[src/rtl/tug_scoreboard.sv]
// tug_scoreboard: tug-of-war score keeper with field-reset hold, match winner latch and blinking winner digit
module tug_scoreboard #(
    parameter int SCORE_W     = 4,
    parameter int WIN_SCORE   = 7,
    parameter int HOLD_CYCLES = 4,
    parameter int BLINK_HALF  = 8
) (
    input  logic               clk,
    input  logic               reset,
    input  logic               leftest,
    input  logic               L,
    input  logic               rightest,
    input  logic               R,
    input  logic               new_match,
    output logic               resetField,
    output logic [SCORE_W-1:0] score_h,
    output logic [SCORE_W-1:0] score_c,
    output logic [6:0]         display_h,
    output logic [6:0]         display_c,
    output logic [1:0]         winner,
    output logic               match_over
);
    localparam int HW = HOLD_CYCLES > 1 ? $clog2(HOLD_CYCLES) : 1;
    localparam int BW = BLINK_HALF > 1 ? $clog2(BLINK_HALF) : 1;
    localparam logic [HW-1:0] HOLD_INIT = HW'(HOLD_CYCLES - 1);
    localparam logic [BW-1:0] BLINK_LAST = BW'(BLINK_HALF - 1);
    localparam logic [SCORE_W-1:0] WIN = SCORE_W'(WIN_SCORE);

    typedef enum logic [1:0] {PLAY, HOLD, OVER} state_t;

    state_t             state_q, state_d;
    logic [SCORE_W-1:0] score_h_q, score_h_d, score_c_q, score_c_d;
    logic [1:0]         winner_q, winner_d;
    logic [HW-1:0]      hold_q, hold_d;
    logic [BW-1:0]      blink_q, blink_d;
    logic               phase_q, phase_d;
    logic               hpt, cpt, in_over, blink_wrap, blank;
    logic [SCORE_W-1:0] inc_h, inc_c;

    function automatic logic [6:0] seg7(input logic [3:0] v);
        case (v)
            4'h0: seg7 = 7'b1000000;
            4'h1: seg7 = 7'b1111001;
            4'h2: seg7 = 7'b0100100;
            4'h3: seg7 = 7'b0110000;
            4'h4: seg7 = 7'b0011001;
            4'h5: seg7 = 7'b0010010;
            4'h6: seg7 = 7'b0000010;
            4'h7: seg7 = 7'b1111000;
            4'h8: seg7 = 7'b0000000;
            4'h9: seg7 = 7'b0010000;
            4'hA: seg7 = 7'b0001000;
            4'hB: seg7 = 7'b0000011;
            4'hC: seg7 = 7'b1000110;
            4'hD: seg7 = 7'b0100001;
            4'hE: seg7 = 7'b0000110;
            default: seg7 = 7'b0001110;
        endcase
    endfunction

    always_comb begin
        hpt        = leftest & L & ~R;
        cpt        = rightest & R & ~L;
        inc_h      = score_h_q + 1'b1;
        inc_c      = score_c_q + 1'b1;
        in_over    = state_q == OVER;
        blink_wrap = blink_q == BLINK_LAST;
        state_d    = state_q;
        score_h_d  = score_h_q;
        score_c_d  = score_c_q;
        winner_d   = winner_q;
        hold_d     = hold_q;
        blink_d    = in_over ? (blink_wrap ? '0 : blink_q + 1'b1) : '0;
        phase_d    = in_over & (phase_q ^ blink_wrap);
        if (new_match) begin
            state_d   = HOLD;
            score_h_d = '0;
            score_c_d = '0;
            winner_d  = 2'b00;
            hold_d    = HOLD_INIT;
        end else if (state_q == PLAY && hpt) begin
            score_h_d = inc_h;
            state_d   = inc_h == WIN ? OVER : HOLD;
            winner_d  = inc_h == WIN ? 2'b01 : winner_q;
            hold_d    = HOLD_INIT;
        end else if (state_q == PLAY && cpt) begin
            score_c_d = inc_c;
            state_d   = inc_c == WIN ? OVER : HOLD;
            winner_d  = inc_c == WIN ? 2'b10 : winner_q;
            hold_d    = HOLD_INIT;
        end else if (state_q == HOLD) begin
            state_d = hold_q == '0 ? PLAY : HOLD;
            hold_d  = hold_q - 1'b1;
        end
    end

    always_ff @(posedge clk) begin
        if (reset) begin
            state_q   <= PLAY;
            score_h_q <= '0;
            score_c_q <= '0;
            winner_q  <= 2'b00;
            hold_q    <= '0;
            blink_q   <= '0;
            phase_q   <= 1'b0;
        end else begin
            state_q   <= state_d;
            score_h_q <= score_h_d;
            score_c_q <= score_c_d;
            winner_q  <= winner_d;
            hold_q    <= hold_d;
            blink_q   <= blink_d;
            phase_q   <= phase_d;
        end
    end

    always_comb begin
        blank      = in_over & phase_q;
        resetField = state_q != PLAY;
        match_over = in_over;
        score_h    = score_h_q;
        score_c    = score_c_q;
        winner     = winner_q;
        display_h  = blank && winner_q == 2'b01 ? 7'b1111111 : seg7(4'(score_h_q));
        display_c  = blank && winner_q == 2'b10 ? 7'b1111111 : seg7(4'(score_c_q));
    end
endmodule

[config.mk]
export PLATFORM = sky130hd
export DESIGN_NAME = tug_scoreboard
export DESIGN_NICKNAME = d
export VERILOG_FILES = /design/src/rtl/tug_scoreboard.sv
export SDC_FILE = /design/constraint.sdc
export NUM_CORES = 1
export LEC_CHECK = 0
export ABC_AREA = 1
export BUFFER_PORTS_ARGS = -buffer_cell sky130_fd_sc_hd__buf_2
export CAP_MARGIN = 40
export CORE_MARGIN = 10
export CORE_UTILIZATION = 35
export DETAILED_ROUTE_END_ITERATION = 10
export GPL_TIMING_DRIVEN = 0
export PLACE_DENSITY_LB_ADDON = 0.2
export SKIP_CTS_REPAIR_TIMING = 1
export SLEW_MARGIN = 20
export SYNTH_ARGS = -nofsm -noshare
export SYNTH_HDL_FRONTEND = slang
export SYNTH_SLANG_ARGS = --single-unit
export TNS_END_PERCENT = 100
[constraint.sdc]
create_clock -name clk -period 4.9 [get_ports clk]
set_clock_uncertainty 0.1 [all_clocks]
set_input_delay 0.735 -clock clk [delete_from_list [all_inputs] [get_ports clk]]
set_output_delay 0.735 -clock clk [all_outputs]
set_load 0.02 [all_outputs]
==> impl_metrics.ini, run 1 <==
[outcome]
status = complete, no violations

[setup_path]
setup.worst_path.end_class = output pin
path_cells = inv_2 -> and3_1 -> nand3_1 -> nand2_1 -> buf_2
worst_r2r_path_depth = 10
path_buf_inv = 2
critPathRequiredTime_ns = 4.07
signal_arrival_time_at_the_worst_endpoint_ns = 1.55
critical_path_depth = 5
critPathLaunch = state_q[0]
worst-setup-path-type = reg2out
worst_path_dominant_cell_family = simple AND/OR/NAND/NOR gates
setup.reg_to_reg.worst_slack_ns = 2.80
slowest_delay_ns = 0.39
timing.critical_path.to = display_h[5]
crit_fanout = 7
critPathLaunchType = flip-flop
crit-reg2reg-launch = score_c[0]
crit_path_top_delay_cell = dfxtp_1

[cells_and_area]
insertedDiodeCount = 0
drive_gt1_share_pct = 21.8
final_core_util_pct = 43.3
layout.nets = 360
synth_to_final_area_change_pct = 17.3

[floorplanning]
floorplan.initialDensity_pct = 36.9
floorplan.die_area_um2 = 9390
rows = 27
core_outline_area_um2 = 5610
floorplan.die.width_um = 96.9
die_h_um = 96.9
num_io_pins = 33

[routing]
wl_met2_mm = 2.17
vias_per_cell = 4.53
topRoutingLayerUsed = met4
drc_violations_left = 0
routed_wirelength_mm = 4.49
drtPass1Iterations = 4
route.layer.met1.wl_mm = 2.08
met3_length_um = 197
route.antenna.remaining_nets = 0
vias = 1842
detail_route.iter0.violations = 74
post_drt_wl_per_cell_um = 11.0

[sta]
final-hold-violation-count = 0
report.final.setup_viol = 0
max_freq_ghz = 0.420
finalMaxSlewViolations = 0
grt_setup_unrepaired = no
finalSetupTns_ns = 0
tcrit_tclk_final_pct = 48.6
final_period_minus_worst_setup_slack_ns = 2.38
timing.max_slew.rel_slack_pct = 76.9
timing_worst_slew_pin_value_ns = 0.345

[cts]
clkSinkCount = 32
root_buffer = clkbuf_8
numCtsBuffers = 5
tritoncts = yes
htree_num_levels = 2
cts-root-to-sink-buffers = 2
insertion_delay_ns = 0.28
clkSlewWorstSetupHoldPaths_ns = 0.07

[global_routing]
grt_use_total_pct = 9.94
grt_antenna_before_repair = 0
grt_start_max_net_pins = 11
overflow = 0
grt_pass1_wl_mm = 8.04
grt_pass1_vias = 1753

[power_and_ir_drop]
power_density_normalized_to_cell_area_nw_per_um2 = 245
total_leakage_power_nw = 1.40
worst_ir_drop_vdd_mv = 0.0991

[synth]
synth.largest_area_cell = dfxtp_1
ys_ff_latch = 32
synthDominantCellAreaShare_pct = 31.0
ys_warn_count = 0
netlist_area_um2 = 2070
synth-seq-area-share_pct = 31.0
gate_count_post_synth = 295
synth.cells.most_frequent = nand2_1, inv_1, nand3_1, dfxtp_1, ha_1
netlist_top_cells_area = dfxtp_1, nand2_1, ha_1, nand3_1, inv_1
synth.lib_cells_used.distinct = 31
synth_ff_type = dfxtp_1
avgSynthCellArea_um2 = 7.02
synth-edff-count = 0
nets_in_the_synthesized_netlist = 321
synthMostInstantiatedCell = nand2_1
ys_async_sr_fraction_pct = 0

[job]
maxCapViolations = 0

[placed_design]
detailed_place_hpwl_mm = 3.51
port_buffers = 32
routabilityCongestion = 0.770

[min_path]
hold_class = reg2reg
layout by cell type, fill, tap and decap left out, types with 3 or more instances in the layout:
master,netlist,routed
ha_1,19,19
nand3_1,42,42
clkbuf_8,0,5
nand2_1,88,88
nand2_2,9,9
nand3_2,3,3
inv_1,52,52
buf_2,1,33
nand3_4,4,4
nor2_1,10,10
inv_2,5,5
a21oi_1,4,4
dfxtp_1,32,32
metrics by stage:
stage / std cells / area, um2 / hold slack (ns) / setup WS, ns / power [mW]
6_report: 407 / 2430 / 0.322 / 2.52 / 0.594
2_1_floorplan: 295 / 2070 / 0.299 / 2.77 / 0.331
3_3_place_gp: 399 / 2320 / 0.314 / 2.39 / 0.351
5_1_grt: 407 / 2430 / 0.346 / 2.37 / 0.632
4_1_cts: 407 / 2430 / 0.326 / 2.47 / 0.604
3_5_place_dp: 399 / 2320 / 0.316 / 2.39 / 0.352
cell type report:
type	instances	area, um2
repair buffers	32	160
well taps	72	90.1
flip-flops and latches	32	641
inverters	60	236
clock inverters	2	35.0
fillers	610	3180
clock buffers	6	72.6
multi-input cells	201	1180
plain buffers	2	10.0
worst min path at each step:
stage	from	to	cells after the start	slack, ns
floorplan	blink_q[0]	blink_q[0]	1	0.30
global placement	blink_q[0]	blink_q[0]	1	0.31
detailed placement	blink_q[0]	blink_q[0]	1	0.32
CTS	blink_q[0]	blink_q[0]	1	0.33
global route	blink_q[0]	blink_q[0]	1	0.35
finish	blink_q[0]	blink_q[0]	1	0.32
per-layer routing:
layer	track usage (%)	vias up
li1	-	995
met1	11.2	818
met2	17.1	27
met3	3.26	2
met4	3.49	0
met5	0	-
report_power, final:
part           total [mW]  internal [mW]  switching [mW]
registers           0.273          0.268         0.00517
logic              0.0720         0.0235          0.0485
clock network       0.250          0.151          0.0986
total               0.594          0.442           0.152
kinds of logic after synthesis:
| group | count (synthesis) | share of synthesized area (%) |
|---|---|---|
| compound gates | 12 | 3.39 |
| xor+xnor | 3 | 1.27 |
| fa+ha+maj | 19 | 11.5 |
| buf+inv | 62 | 11.9 |
| flops | 32 | 31.0 |
| simple gates | 167 | 41.0 |
No activity file was read; power rests on OpenSTA's default activity.
==> run 2, diff against run 1 <==
--- a/config.mk
+++ b/config.mk
@@ -5,7 +5,7 @@
 export SDC_FILE = /design/constraint.sdc
 export NUM_CORES = 1
 export LEC_CHECK = 0
-export ABC_AREA = 1
+export ABC_AREA = 0
 export BUFFER_PORTS_ARGS = -buffer_cell sky130_fd_sc_hd__buf_2
 export CAP_MARGIN = 40
 export CORE_MARGIN = 10
==> constraint.sdc (replaced) <==
create_clock -name clk -period 2.1 [get_ports clk]
set_clock_uncertainty 0.1 [all_clocks]
set_input_delay 0.315 -clock clk [delete_from_list [all_inputs] [get_ports clk]]
set_output_delay 0.315 -clock clk [all_outputs]
set_load 0.02 [all_outputs]
==> impl_metrics.ini, run 2 <==
[setup_path]
crit_fanout = 6
critPathLaunchType = flip-flop
crit-reg2reg-launch = state_q[1]
setup.reg_to_reg.worst_slack_ns = 0.02
path_cells = nor2_4 -> clkinv_4 -> or4_4 -> a21oi_4 -> buf_8 -> mux2i_1 -> a32o_2
worst_r2r_path_depth = 7
crit_path_top_delay_cell = or4_4
critPathRequiredTime_ns = 2.18
slowest_delay_ns = 0.44
signal_arrival_time_at_the_worst_endpoint_ns = 2.16
setup.worst_path.end_class = flip-flop
worst-setup-path-type = reg2reg

[synth]
netlist_top_cells_area = dfxtp_1, ha_1, mux2i_1, or2_2, inv_1
synthAdderAreaFrac_pct = 12.6
synthDominantCellAreaShare_pct = 34.0
synth-seq-area-share_pct = 34.0
synth-xor-area-share_pct = 1.86
synth_ff_type = dfxtp_1
ys_async_sr_fraction_pct = 0
avgSynthCellArea_um2 = 9.33
mux_contribution_to_synthesized_area_pct = 9.75
post_synth_and_or_nand_nor_area_fraction_pct = 20.9
synthMostInstantiatedCell = dfxtp_1
ys_warn_count = 0
synth-edff-count = 0
fraction_of_the_mapped_netlist_area_in_compound_gates_pct = 15.8
nets_in_the_synthesized_netlist = 228
ys_ff_latch = 32
synth.largest_area_cell = dfxtp_1
synth_top_family_by_area = simple AND/OR/NAND/NOR gates
synth.lib_cells_used.distinct = 41
synth.cells.most_frequent = dfxtp_1, ha_1, or2_2, mux2i_1, inv_1
gate_count_post_synth = 202
netlist_area_um2 = 1890

[global_routing]
grt_antenna_before_repair = 0
grt_util_met3_pct = 4.32
grt_pass1_vias = 1472
grt_start_max_net_pins = 11
grt.met1_usage_pct = 11.4
gr-usage-met2_pct = 14.6
busiest_layer = met2
grt_use_total_pct = 9.59
overflow = 0
grt_pass1_wl_mm = 6.76

[cells_and_area]
drive_gt1_share_pct = 45.4
layout.nets = 285
synth_to_final_area_change_pct = 38.6
final_cell_mix = dfxtp_1, buf_2, buf_4
fillers = 499
final_core_util_pct = 50.5
mostFrequentLayoutCell = dfxtp_1
insertedDiodeCount = 0

[routing]
route.antenna.remaining_nets = 0
drtPass1Iterations = 4
vias_per_cell = 4.98
routed_wirelength_mm = 4.39
post_drt_wl_per_cell_um = 13.3
detail_route.iter0.violations = 31
drc_violations_left = 0
vias = 1643

[min_path]
hold_path_depth = 3
hold_class = in2reg
hold-path-endpoint = state_q[0]
hold_path.startpoint = new_match

[cts]
root_buffer = clkbuf_8
cts-root-to-sink-buffers = 2
insertion_delay_ns = 0.28
clkSinkCount = 32
numCtsBuffers = 5
tritoncts = yes
clkSlewWorstSetupHoldPaths_ns = 0.07
htree_num_levels = 2

[sta]
final-hold-violation-count = 0
timing.max_slew.rel_slack_pct = 73.0
finalMaxSlewViolations = 0
final_period_minus_worst_setup_slack_ns = 2.08
tcrit_tclk_final_pct = 99.2
finalSetupTns_ns = 0
report.final.setup_viol = 0
grt_setup_unrepaired = yes
timing_worst_slew_pin_value_ns = 0.405
max_freq_ghz = 0.480

[floorplanning]
die_h_um = 93.4
floorplan.die_area_um2 = 8720
num_io_pins = 33
core_outline_area_um2 = 5170
rows = 26
floorplan.die.width_um = 93.4
floorplan.initialDensity_pct = 36.5

[outcome]
status = complete, no violations

[power_and_ir_drop]
worst_ir_drop_vdd_mv = 0.390
power_mw = 1.43
power_density_normalized_to_cell_area_nw_per_um2 = 546
total_leakage_power_nw = 1.15

[placed_design]
detailed_place_hpwl_mm = 3.15
port_buffers = 31
routabilityCongestion = 0.798

[job]
maxCapViolations = 0
-- run 2: cell types whose count changed after synthesis, sizes merged, moves of 5 or more --
cell,delta
nand3,-44
a211oi,+5
o22ai,+7
inv,-40
nand2,-90
mux2i,+15
or2,+17
a21oi,+8
-- run 2: how the worst max path moves through the flow --
stage               startpoint            to  slack (ns)  cells past startpoint
finish              state_q[1]     flip-flop        0.02                      7
global route        score_h[1]     flip-flop       -0.07                      6
CTS                 state_q[1]  display_h[1]       -0.45                      6
detailed placement           R     flip-flop       -0.31                      8
global placement             R     flip-flop       -0.28                      8
floorplan                reset     flip-flop       0.009                      7
-- run 2: layout make-up --
class / count / area (um2) / share of cell area [%]
tap: 70 / 87.6 / 3.35
clock inverter: 1 / 30.0 / 1.15
buffer: 4 / 43.8 / 1.68
sequential: 32 / 648 / 24.8
timing repair inverter: 1 / 5.00 / 0.192
timing repair buffer: 49 / 324 / 12.4
multi-input combinational: 149 / 1310 / 50.1
inverter: 17 / 68.8 / 2.63
clock buffer: 7 / 96.3 / 3.69
-- run 2: worst max-delay path, delay by kind of cell (launching register included) --
kind	cells	cell delay, ns
flip-flops	1	0.36
AO/OA/AOI/OAI	2	0.48
buffers and inverters	2	0.29
multiplexers	1	0.07
AND/OR/NAND/NOR	2	0.66
-- run 2: stage by stage --
step                setup WS [ns]  instance area (um2)  hold slack, ns  instances
floorplan                 0.00881                 1930           0.308        202
global placement           -0.283                 2180           0.328        303
detailed placement         -0.306                 2180           0.336        303
CTS                        -0.452                 2300           0.296        311
global route              -0.0712                 2610           0.317        330
finish                     0.0162                 2610           0.292        330
-- run 2: kinds of logic (layout without fill, tap and decap cells) --
| kind of cell | after synthesis | count (layout) |
|---|---|---|
| mux | 18 | 18 |
| xor+xnor | 4 | 4 |
| buf+inv | 21 | 79 |
| fa+ha+maj | 19 | 19 |
| flops | 32 | 32 |
| simple gates | 67 | 67 |
| compound gates | 41 | 41 |
-- run 2: where the power goes --
part	switching [mW]	internal (mW)	leakage, nW
registers	0.00848	0.619	0.261
logic	0.0853	0.0627	0.822
clock network	0.232	0.419	0.0645
-- run 2: layer usage --
layer / part of all wire, % / routed length (um) / up-vias
li1: - / - / 835
met1: 47 / 2050 / 774
met2: 45 / 1990 / 28
met3: 6.7 / 295 / 6
met4: 1.4 / 61 / 0
met5: 0 / 0 / -
